<file path="src/rtl/int_sequencer_if.sv">
// Coprocessor-side bundle for the interrupt sequencer.
// The sequencer (master) consumes the coprocessor request/status and drives
// its write strobes; the coprocessor register block is the slave.
//   int_req     coprocessor `int`: enabled, unmasked request pending
//   ints[2:0]   highest pending level, 0..3
//   irs[2:0]    in-service bits
//   epc[31:0]   current EPC value
//   irs_set_en / irs_clr_en / irs_w_mask   IRS write strobes and mask
//   ie_w_en / ie_w_data                    IE write
//   epc_w_en / epc_w_data                  EPC write
interface int_sequencer_if;
    logic        int_req;
    logic [2:0]  ints;
    logic [2:0]  irs;
    logic [31:0] epc;
    logic        irs_set_en;
    logic        irs_clr_en;
    logic [2:0]  irs_w_mask;
    logic        ie_w_en;
    logic        ie_w_data;
    logic        epc_w_en;
    logic [31:0] epc_w_data;

    modport master (
        input  int_req, ints, irs, epc,
        output irs_set_en, irs_clr_en, irs_w_mask,
               ie_w_en, ie_w_data, epc_w_en, epc_w_data
    );

    modport slave (
        output int_req, ints, irs, epc,
        input  irs_set_en, irs_clr_en, irs_w_mask,
               ie_w_en, ie_w_data, epc_w_en, epc_w_data
    );
endinterface

</file>
<file path="src/rtl/int_sequencer.sv">
// Interrupt entry/return sequencer.
// Takes a coprocessor interrupt request at an instruction boundary, saves the
// resume PC to EPC, marks the level in service, masks IE and redirects fetch
// to the level's vector. On eret it redirects to EPC, re-enables IE and clears
// the highest in-service bit.
//   clk, rst         clock, synchronous active-high reset
//   cop              coprocessor request/status in, write strobes out
//   boundary         pipeline at an instruction boundary, resume_pc valid
//   resume_pc        next instruction address (saved to EPC on entry)
//   eret             return-from-interrupt committing (qualified by boundary)
//   redirect         one-cycle fetch redirect + flush
//   redirect_pc      redirect target
//   busy             sequencer active, fetch holds PC
//   cur_level        level latched at the last entry
//
// state  | meaning
// IDLE   | waiting for boundary with eret or an interrupt request
// SAVE   | write EPC, set IRS level bit, clear IE
// VECTOR | redirect to the level vector, optionally re-enable IE
// RETURN | redirect to EPC, set IE, clear highest in-service bit
module int_sequencer #(
    parameter logic [31:0] VEC1    = 32'h0000_0040,
    parameter logic [31:0] VEC2    = 32'h0000_0080,
    parameter logic [31:0] VEC3    = 32'h0000_00C0,
    parameter bit          NEST_EN = 1'b1
) (
    input  logic                   clk,
    input  logic                   rst,
    int_sequencer_if.master        cop,
    input  logic                   boundary,
    input  logic [31:0]            resume_pc,
    input  logic                   eret,
    output logic                   redirect,
    output logic [31:0]            redirect_pc,
    output logic                   busy,
    output logic [1:0]             cur_level
);

    typedef enum logic [1:0] {IDLE, SAVE, VECTOR, RETURN} state_t;

    state_t      state_q, state_d;
    logic [1:0]  lvl_q;
    logic [31:0] pc_q;
    logic        take_int;

    always_ff @(posedge clk) begin
        if (rst) begin
            state_q <= IDLE;
            lvl_q   <= 2'd0;
            pc_q    <= 32'd0;
        end else begin
            state_q <= state_d;
            if (take_int) begin
                lvl_q <= cop.ints[1:0];
                pc_q  <= resume_pc;
            end
        end
    end

    always_comb begin
        state_d        = IDLE;
        take_int       = 1'b0;
        cop.irs_set_en = 1'b0;
        cop.irs_clr_en = 1'b0;
        cop.irs_w_mask = 3'b000;
        cop.ie_w_en    = 1'b0;
        cop.ie_w_data  = 1'b0;
        cop.epc_w_en   = 1'b0;
        cop.epc_w_data = 32'd0;
        redirect       = 1'b0;
        redirect_pc    = 32'd0;
        busy           = 1'b0;

        case (state_q)
            IDLE: begin
                // eret takes precedence; a request left pending is taken
                // at the first boundary after the return.
                if (boundary && eret) begin
                    state_d = RETURN;
                end else if (boundary && cop.int_req && (cop.ints != 3'd0)) begin
                    state_d  = SAVE;
                    take_int = 1'b1;
                end
            end

            SAVE: begin
                busy           = 1'b1;
                cop.epc_w_en   = 1'b1;
                cop.epc_w_data = pc_q;
                cop.irs_set_en = 1'b1;
                case (lvl_q)
                    2'd1:    cop.irs_w_mask = 3'b001;
                    2'd2:    cop.irs_w_mask = 3'b010;
                    2'd3:    cop.irs_w_mask = 3'b100;
                    default: cop.irs_w_mask = 3'b000;
                endcase
                cop.ie_w_en    = 1'b1;
                cop.ie_w_data  = 1'b0;
                state_d        = VECTOR;
            end

            VECTOR: begin
                busy     = 1'b1;
                redirect = 1'b1;
                case (lvl_q)
                    2'd1:    redirect_pc = VEC1;
                    2'd2:    redirect_pc = VEC2;
                    2'd3:    redirect_pc = VEC3;
                    default: redirect_pc = 32'd0;
                endcase
                if (NEST_EN) begin
                    cop.ie_w_en   = 1'b1;
                    cop.ie_w_data = 1'b1;
                end
                state_d = IDLE;
            end

            RETURN: begin
                busy          = 1'b1;
                redirect      = 1'b1;
                redirect_pc   = cop.epc;
                cop.ie_w_en   = 1'b1;
                cop.ie_w_data = 1'b1;
                // Keep-mask: zero only the highest in-service bit.
                // A spurious eret (irs==0) still redirects but clears nothing.
                if (cop.irs[2]) begin
                    cop.irs_clr_en = 1'b1;
                    cop.irs_w_mask = 3'b011;
                end else if (cop.irs[1]) begin
                    cop.irs_clr_en = 1'b1;
                    cop.irs_w_mask = 3'b101;
                end else if (cop.irs[0]) begin
                    cop.irs_clr_en = 1'b1;
                    cop.irs_w_mask = 3'b110;
                end
                state_d = IDLE;
            end

            default: state_d = IDLE;
        endcase
    end

    assign cur_level = lvl_q;

endmodule

</file>
<file path="src/flat_wrapper.sv">
// flat-port wrapper written by rule: the top's interface ports become plain ports
module int_sequencer_flat 
#(
    parameter logic [31:0] VEC1    = 32'h0000_0040,
    parameter logic [31:0] VEC2    = 32'h0000_0080,
    parameter logic [31:0] VEC3    = 32'h0000_00C0,
    parameter bit          NEST_EN = 1'b1
)
  (clk, rst, boundary, resume_pc, eret, redirect, redirect_pc, busy, cur_level, cop_int_req, cop_ints, cop_irs, cop_epc, cop_irs_set_en, cop_irs_clr_en, cop_irs_w_mask, cop_ie_w_en, cop_ie_w_data, cop_epc_w_en, cop_epc_w_data);
  int_sequencer_if cop_i ();
  input  logic clk;
  input  logic rst;
  input  logic boundary;
  input  logic [31:0] resume_pc;
  input  logic eret;
  output logic redirect;
  output logic [31:0] redirect_pc;
  output logic busy;
  output logic [1:0] cur_level;
  input wire logic [$bits(cop_i.int_req)-1:0] cop_int_req;
  input wire logic [$bits(cop_i.ints)-1:0] cop_ints;
  input wire logic [$bits(cop_i.irs)-1:0] cop_irs;
  input wire logic [$bits(cop_i.epc)-1:0] cop_epc;
  output wire logic [$bits(cop_i.irs_set_en)-1:0] cop_irs_set_en;
  output wire logic [$bits(cop_i.irs_clr_en)-1:0] cop_irs_clr_en;
  output wire logic [$bits(cop_i.irs_w_mask)-1:0] cop_irs_w_mask;
  output wire logic [$bits(cop_i.ie_w_en)-1:0] cop_ie_w_en;
  output wire logic [$bits(cop_i.ie_w_data)-1:0] cop_ie_w_data;
  output wire logic [$bits(cop_i.epc_w_en)-1:0] cop_epc_w_en;
  output wire logic [$bits(cop_i.epc_w_data)-1:0] cop_epc_w_data;
  assign cop_i.int_req = cop_int_req;
  assign cop_i.ints = cop_ints;
  assign cop_i.irs = cop_irs;
  assign cop_i.epc = cop_epc;
  assign cop_irs_set_en = cop_i.irs_set_en;
  assign cop_irs_clr_en = cop_i.irs_clr_en;
  assign cop_irs_w_mask = cop_i.irs_w_mask;
  assign cop_ie_w_en = cop_i.ie_w_en;
  assign cop_ie_w_data = cop_i.ie_w_data;
  assign cop_epc_w_en = cop_i.epc_w_en;
  assign cop_epc_w_data = cop_i.epc_w_data;
  int_sequencer #(.VEC1(VEC1), .VEC2(VEC2), .VEC3(VEC3), .NEST_EN(NEST_EN)) u_core (.clk(clk), .rst(rst), .cop(cop_i), .boundary(boundary), .resume_pc(resume_pc), .eret(eret), .redirect(redirect), .redirect_pc(redirect_pc), .busy(busy), .cur_level(cur_level));
endmodule
</file>
<file path="config.mk">
export PLATFORM = sky130hd
export DESIGN_NAME = int_sequencer_flat
export DESIGN_NICKNAME = d
export VERILOG_FILES = /design/src/rtl/int_sequencer_if.sv /design/src/rtl/int_sequencer.sv /design/src/flat_wrapper.sv
export SDC_FILE = /design/constraint.sdc
export NUM_CORES = 1
export LEC_CHECK = 0
export CAP_MARGIN = 20
export CORE_ASPECT_RATIO = 1.2
export CORE_MARGIN = 5
export CORE_UTILIZATION = 35
export CTS_CLUSTER_SIZE = 20
export DETAILED_ROUTE_END_ITERATION = 16
export GPL_TIMING_DRIVEN = 1
export MAX_ROUTING_LAYER = met4
export PLACE_DENSITY = 0.8
export SYNTH_ARGS = -nofsm -noshare
export SYNTH_HDL_FRONTEND = slang
export SYNTH_SLANG_ARGS = --single-unit
</file>
<file path="constraint.sdc">
create_clock -name clk -period 2.1 [get_ports clk]
set_input_delay 0.63 -clock clk [delete_from_list [all_inputs] [get_ports clk]]
set_output_delay 0.63 -clock clk [all_outputs]
set_load 0.01 [all_outputs]
</file>
## After elaboration in Yosys (flattened, before gate mapping)

Cells that the tools add are included.

| storage, ports and cells | value |
|---|---|
| register bits after elaboration | 36 |
| word-level logic and storage cells | 37 |

| cells by class | value |
|---|---|
| eq/ne operators | 6 |
| mux-type cells | 21 |
| reduce and logical (&&, ||, !) cells | 7 |

Operators by type and width:

| kind | count |
|---|---|
| $pmux W32 S2 | 1 |
| $mux W32 | 1 |
| $pmux W8 S3 | 1 |
| $mux W1 | 11 |
| $mux W3 | 3 |
| $pmux W3 S3 | 1 |
| $eq A2 B2 Y1 const B | 4 |
| $pmux W2 S3 | 1 |
| $pmux W3 S2 | 1 |
| $eq A2 B1 Y1 const B | 2 |
| $logic_and A1 B1 Y1 | 3 |
| $reduce_bool A3 Y1 | 1 |
| $reduce_or A3 Y1 | 1 |
| $logic_not A2 Y1 | 1 |
| $mux W2 | 1 |
| $reduce_or A2 Y1 | 1 |

## Logic depth before layout (Yosys ltp)

| depth | value |
|---|---|
| depth in word-level cells | 5 |
| mapped depth | 4 |

## Worst setup path before layout

OpenSTA, ideal clock, no wires.

| path | value |
|---|---|
| path kind | reg-to-output |
| start | register u_core.state_q[0] |
| end | output port cop_epc_w_data[22] |
| arrival time | 1182 ps |
| path slack | 288 ps |
| stages on the path, launching flop included | 5 |
| buffers on the path | 2 |
| path through | dfxtp_1 -> buf_2 -> nor2b_1 -> buf_2 -> and2_1 |

| on the way | value |
|---|---|
| cells in the longest elaborated chain, start to end | 2 |

RTL lines:

| element | RTL line | RTL |
|---|---|---|
| start, declared | int_sequencer.sv:41 | `state_t state_q, state_d;` |
| start signal, assigned | int_sequencer.sv:52 | `state_q <= state_d;` |
| $eq A2 B1 Y1 | int_sequencer.sv:74 | `case (state_q)` |
| $mux W32 | int_sequencer.sv:74 |  |
| end, declared | flat_wrapper.sv:30 | `output wire logic [$bits(cop_i.epc_w_data)-1:0] cop_epc_w_data;` |

Every way passes these cells.

## Worst setup path after layout

| path | value |
|---|---|
| start | input port cop_epc[27] |
| end | output port redirect_pc[27] |

| on the way | value |
|---|---|
| cells in the longest elaborated chain, start to end | 1 |

RTL lines:

| element | RTL line | RTL |
|---|---|---|
| start, declared | flat_wrapper.sv:23 | `input wire logic [$bits(cop_i.epc)-1:0] cop_epc;` |
| $pmux W32 S2 | int_sequencer.sv:74 |  |
| end, declared | flat_wrapper.sv:17 | `output logic [31:0] redirect_pc;` |

Every way passes these cells.

==> metrics.md <==
| Metric | Value |
|---|---|
| Routed wl met3 | 773 um |
| Syn Inst Count | 250 |
| Met2 wire len | 3.49 mm |
| Critical Path AT | 1450 ps |
| FF-to-FF End | u_core.pc_q[20] |
| RSZ-0062 raised after global routing | false |
| Syn Nets | approximately 330 |
| GRT overflow | 0 |
| Largest net degree at the start of global routing | between 70 and 80 |
| Total Die Area | 7870 um^2 |
| M1 WL | 2.69 mm |
| Startpoint types | input pin |
| Final slew viol count | 0 |
| Worst setup path end | redirect_pc[27] |
| Maximum buffer depth of the clock tree | 2 |
| Worst setup EP type | primary output |
| IO Count | ~150 |
| Synth cell types | 26 |
| Vias per Instance | 4.68 |
| Synthesis-stage register bit count | 36 |
| Port bufs | 150 |
| DRC Markers | 0 |
| Cts hold-fix bufs | 0 |
| Worst reg2reg path startpoint | u_core.state_q[1] |
| Area grow syn2layout | 76.1% |
| Reg2Reg Depth | 5 |
| Clk slew on worst S/H paths | about 70 ps |
| Starting Density | 35.8% |
| CP required | 1470 ps |
| Fraction of layout cells with a size suffix above 1 | between 20% and 30% |
| H-tree depth | 2 |
| Switching part of the total | 23.1% |
| # rows | 31 |
| Psw | roughly 0.00042 W |
| Global-route wire length before repair | approximately 10 mm |
| Fin crit period | roughly 2100 ps |
| Max-cap violations | 0 |
| ANT nets after route | 0 |
| Post-placement cell count | 478 |
| Die Span Y | between 90 and 100 um |
| Final setup viols | 0 |
| Avg WL per Cell | 14.5 um |
| Post-synth top area share | 33.3% |
| Clk pwr share | 37.0% |
| Final WL | between 7 and 8 mm |
| Clk_skew | 4.29 ps |
| Slew HR | 75.2% |
| Yosys warnings | 0 |
| Yosys top cell by area | dfxtp_1 |
| Pleak | 1.73 nW |
| Top Metal Used | met4 |
| Logic pwr share | 22.6% |
| Least-Margin Pin Slew | between 300 and 400 ps |
| Final non-filler cell total | 488 |
| VDD IR-drop max | 315 uV |
| Inserted Clock Buffers | 5 |
| Pwr Density | 474 nW/um^2 |
| Fmax | around 480 MHz |
| Diode count | 0 |
| R2R setup slack | 610 ps |
| Mapped Area | about 2200 um^2 |
| RePlAce Congestion | 0.720 |
| Routed vias | 2284 |
| Clock Latency Late Sink | 280 ps |
| Crit path from | cop_epc[27] |
| Area after DPL | about 3800 um^2 |
| CP Class | input pin to primary output |
| DP HPWL | ~5.5 mm |
| Synth async-reset ratio | 0% |
| Synth Flop Type | dfxtp_1 |
| Cell with the most instances after synthesis | nand2b_1 |
| # clock sinks | 36 |
| Final Cycle Share | 99.2% |
| First-pass DRT Iterations | 5 |
| Top cells by area, synth | dfxtp_1, nand2b_1, mux2i_1 |
| Die Wd | 81.8 um |
| Final instance area | 3820 um^2 |
| Final core utilization | 63.1% |
| Register area share after synthesis | 33.3% |
| Hold crit path type | register to register |
| WHS | 468 ps |
| Core box area | between 6000 and 7000 um^2 |
| Layout Nets | 480 |
| Final Hold Vio Count | 0 |
| Vias in the first global route | 2224 |
| Syn_area_per_cell | 8.67 um^2 |
| Int Pwr | 0.00139 W |
| Outcome | complete, no violations |
| CP max FO | 1 |
| Initial antenna violation count | 0 |
| GRT Total Usage | 17.2% |
| Top cells by count, synth | nand2b_1, dfxtp_1, mux2i_1 |
| Clk root buf | clkbuf_8 |
| Number of flops mapped to enable cells by yosys | 0 |
| Sequential Power Share | 40.4% |
| CTS tree | built |
| Starting DRC count in detailed routing | 80 |
| Total Power | between 0.0015 and 0.002 W |
==> power by group through the flow <==
stage	logic [W]	clock network [W]	registers, W
floorplan	0.000174	0	0.000741
global placement	0.000416	0	0.000744
detailed placement	0.000422	0	0.000745
CTS	0.000418	0.000691	0.000730
global route	0.000442	0.000714	0.000733
finish	0.000408	0.000669	0.000731
==> critical path, cell delays in order <==
cell and delay, ps:
clkdlybuf4s50_1 450, and3_1 140, clkdlybuf4s15_1 230
==> cell usage in the layout (no fill, tap or decap) <==
cell	netlist	final
clkdlybuf4s50_1	0	71
nand2b_1	64	64
mux2i_1	34	34
dfxtp_1	36	34
and2_1	32	31
and3_1	30	29
buf_2	2	22
clkbuf_2	0	19
buf_4	3	16
dlygate4sd2_1	0	14
clkdlybuf4s15_2	0	13
clkdlybuf4s15_1	0	10
clkbuf_8	0	7
buf_6	3	4
nand2_1	3	3
inv_1	3	3
buf_12	0	3
a21oi_1	2	2
nor2b_1	3	2
nor2_1	2	2
nor3_1	2	2
nand4b_1	2	2
o32ai_1	3	2
nor2b_4	0	1
o22ai_1	1	1
o21ai_0	1	1
or3_1	1	1
a21boi_0	1	1
and3_4	0	1
or2_2	1	1
and2_4	0	1
o32ai_2	0	1
o311ai_2	1	1
a211o_1	1	1
nor2_4	1	1
a211oi_1	1	1
bufinv_16	0	1
dlymetal6s2s_1	0	1
dfxtp_2	0	1
dfxtp_4	0	1
==> worst min path at each step <==
stage                                  to  cells past startpoint            start
after detailed placement   u_core.pc_q[7]                      2   u_core.pc_q[7]
after global routing      u_core.pc_q[10]                      2  u_core.pc_q[10]
final                     u_core.pc_q[13]                      2  u_core.pc_q[13]
after floorplan            u_core.pc_q[0]                      2   u_core.pc_q[0]
after global placement     u_core.pc_q[8]                      2   u_core.pc_q[8]
after CTS                 u_core.pc_q[13]                      2  u_core.pc_q[13]
==> registers in the layout (all words and copies together) (netlist names) <==
register,cells
u_core.cur_level,2
u_core.pc_q,32
u_core.state_q,2
==> metrics by stage <==
step	setup TNS [ps]	setup WS, ps
after global placement	-12010	-492
after global routing	0	4.99
after detailed placement	-12810	-544
final	0	17.6
after CTS	0	0.0556
after floorplan	0	288
==> timing repair <==
| item | 4_1_cts | 5_1_grt |
|---|---|---|
| setup buffers | 3 | 0 |
| cloned | 0 | 0 |
| hold endpoints to repair | 0 | 0 |
| resized for setup | 190 | 43 |
| setup endpoints to repair | 74 | 54 |
==> final cells by class <==
class,instances,area (um^2)
clock buffer,7,96.3
clock inverter,1,30.0
fill,556,2230
inverter,3,11.3
multi-input combinational,186,1330
sequential,36,726
tap,82,103
timing repair buffer,173,1520
==> layer usage <==
| layer | GRT usage [%] | vias to the layer above |
|---|---|---|
| met5 | - | - |
| met4 | 5.68 | 0 |
| met3 | 5.06 | 14 |
| met2 | 31.0 | 104 |
| met1 | 17.7 | 1033 |
| li1 | - | 1133 |
==> cells by family after synthesis <==
group	Yosys count	share of synthesized area (%)
flops	36	33.3
compound gates	11	4.04
simple gates	141	40.5
buf+inv	28	6.52
mux	34	15.7
No activity file was read; power rests on OpenSTA's default activity.
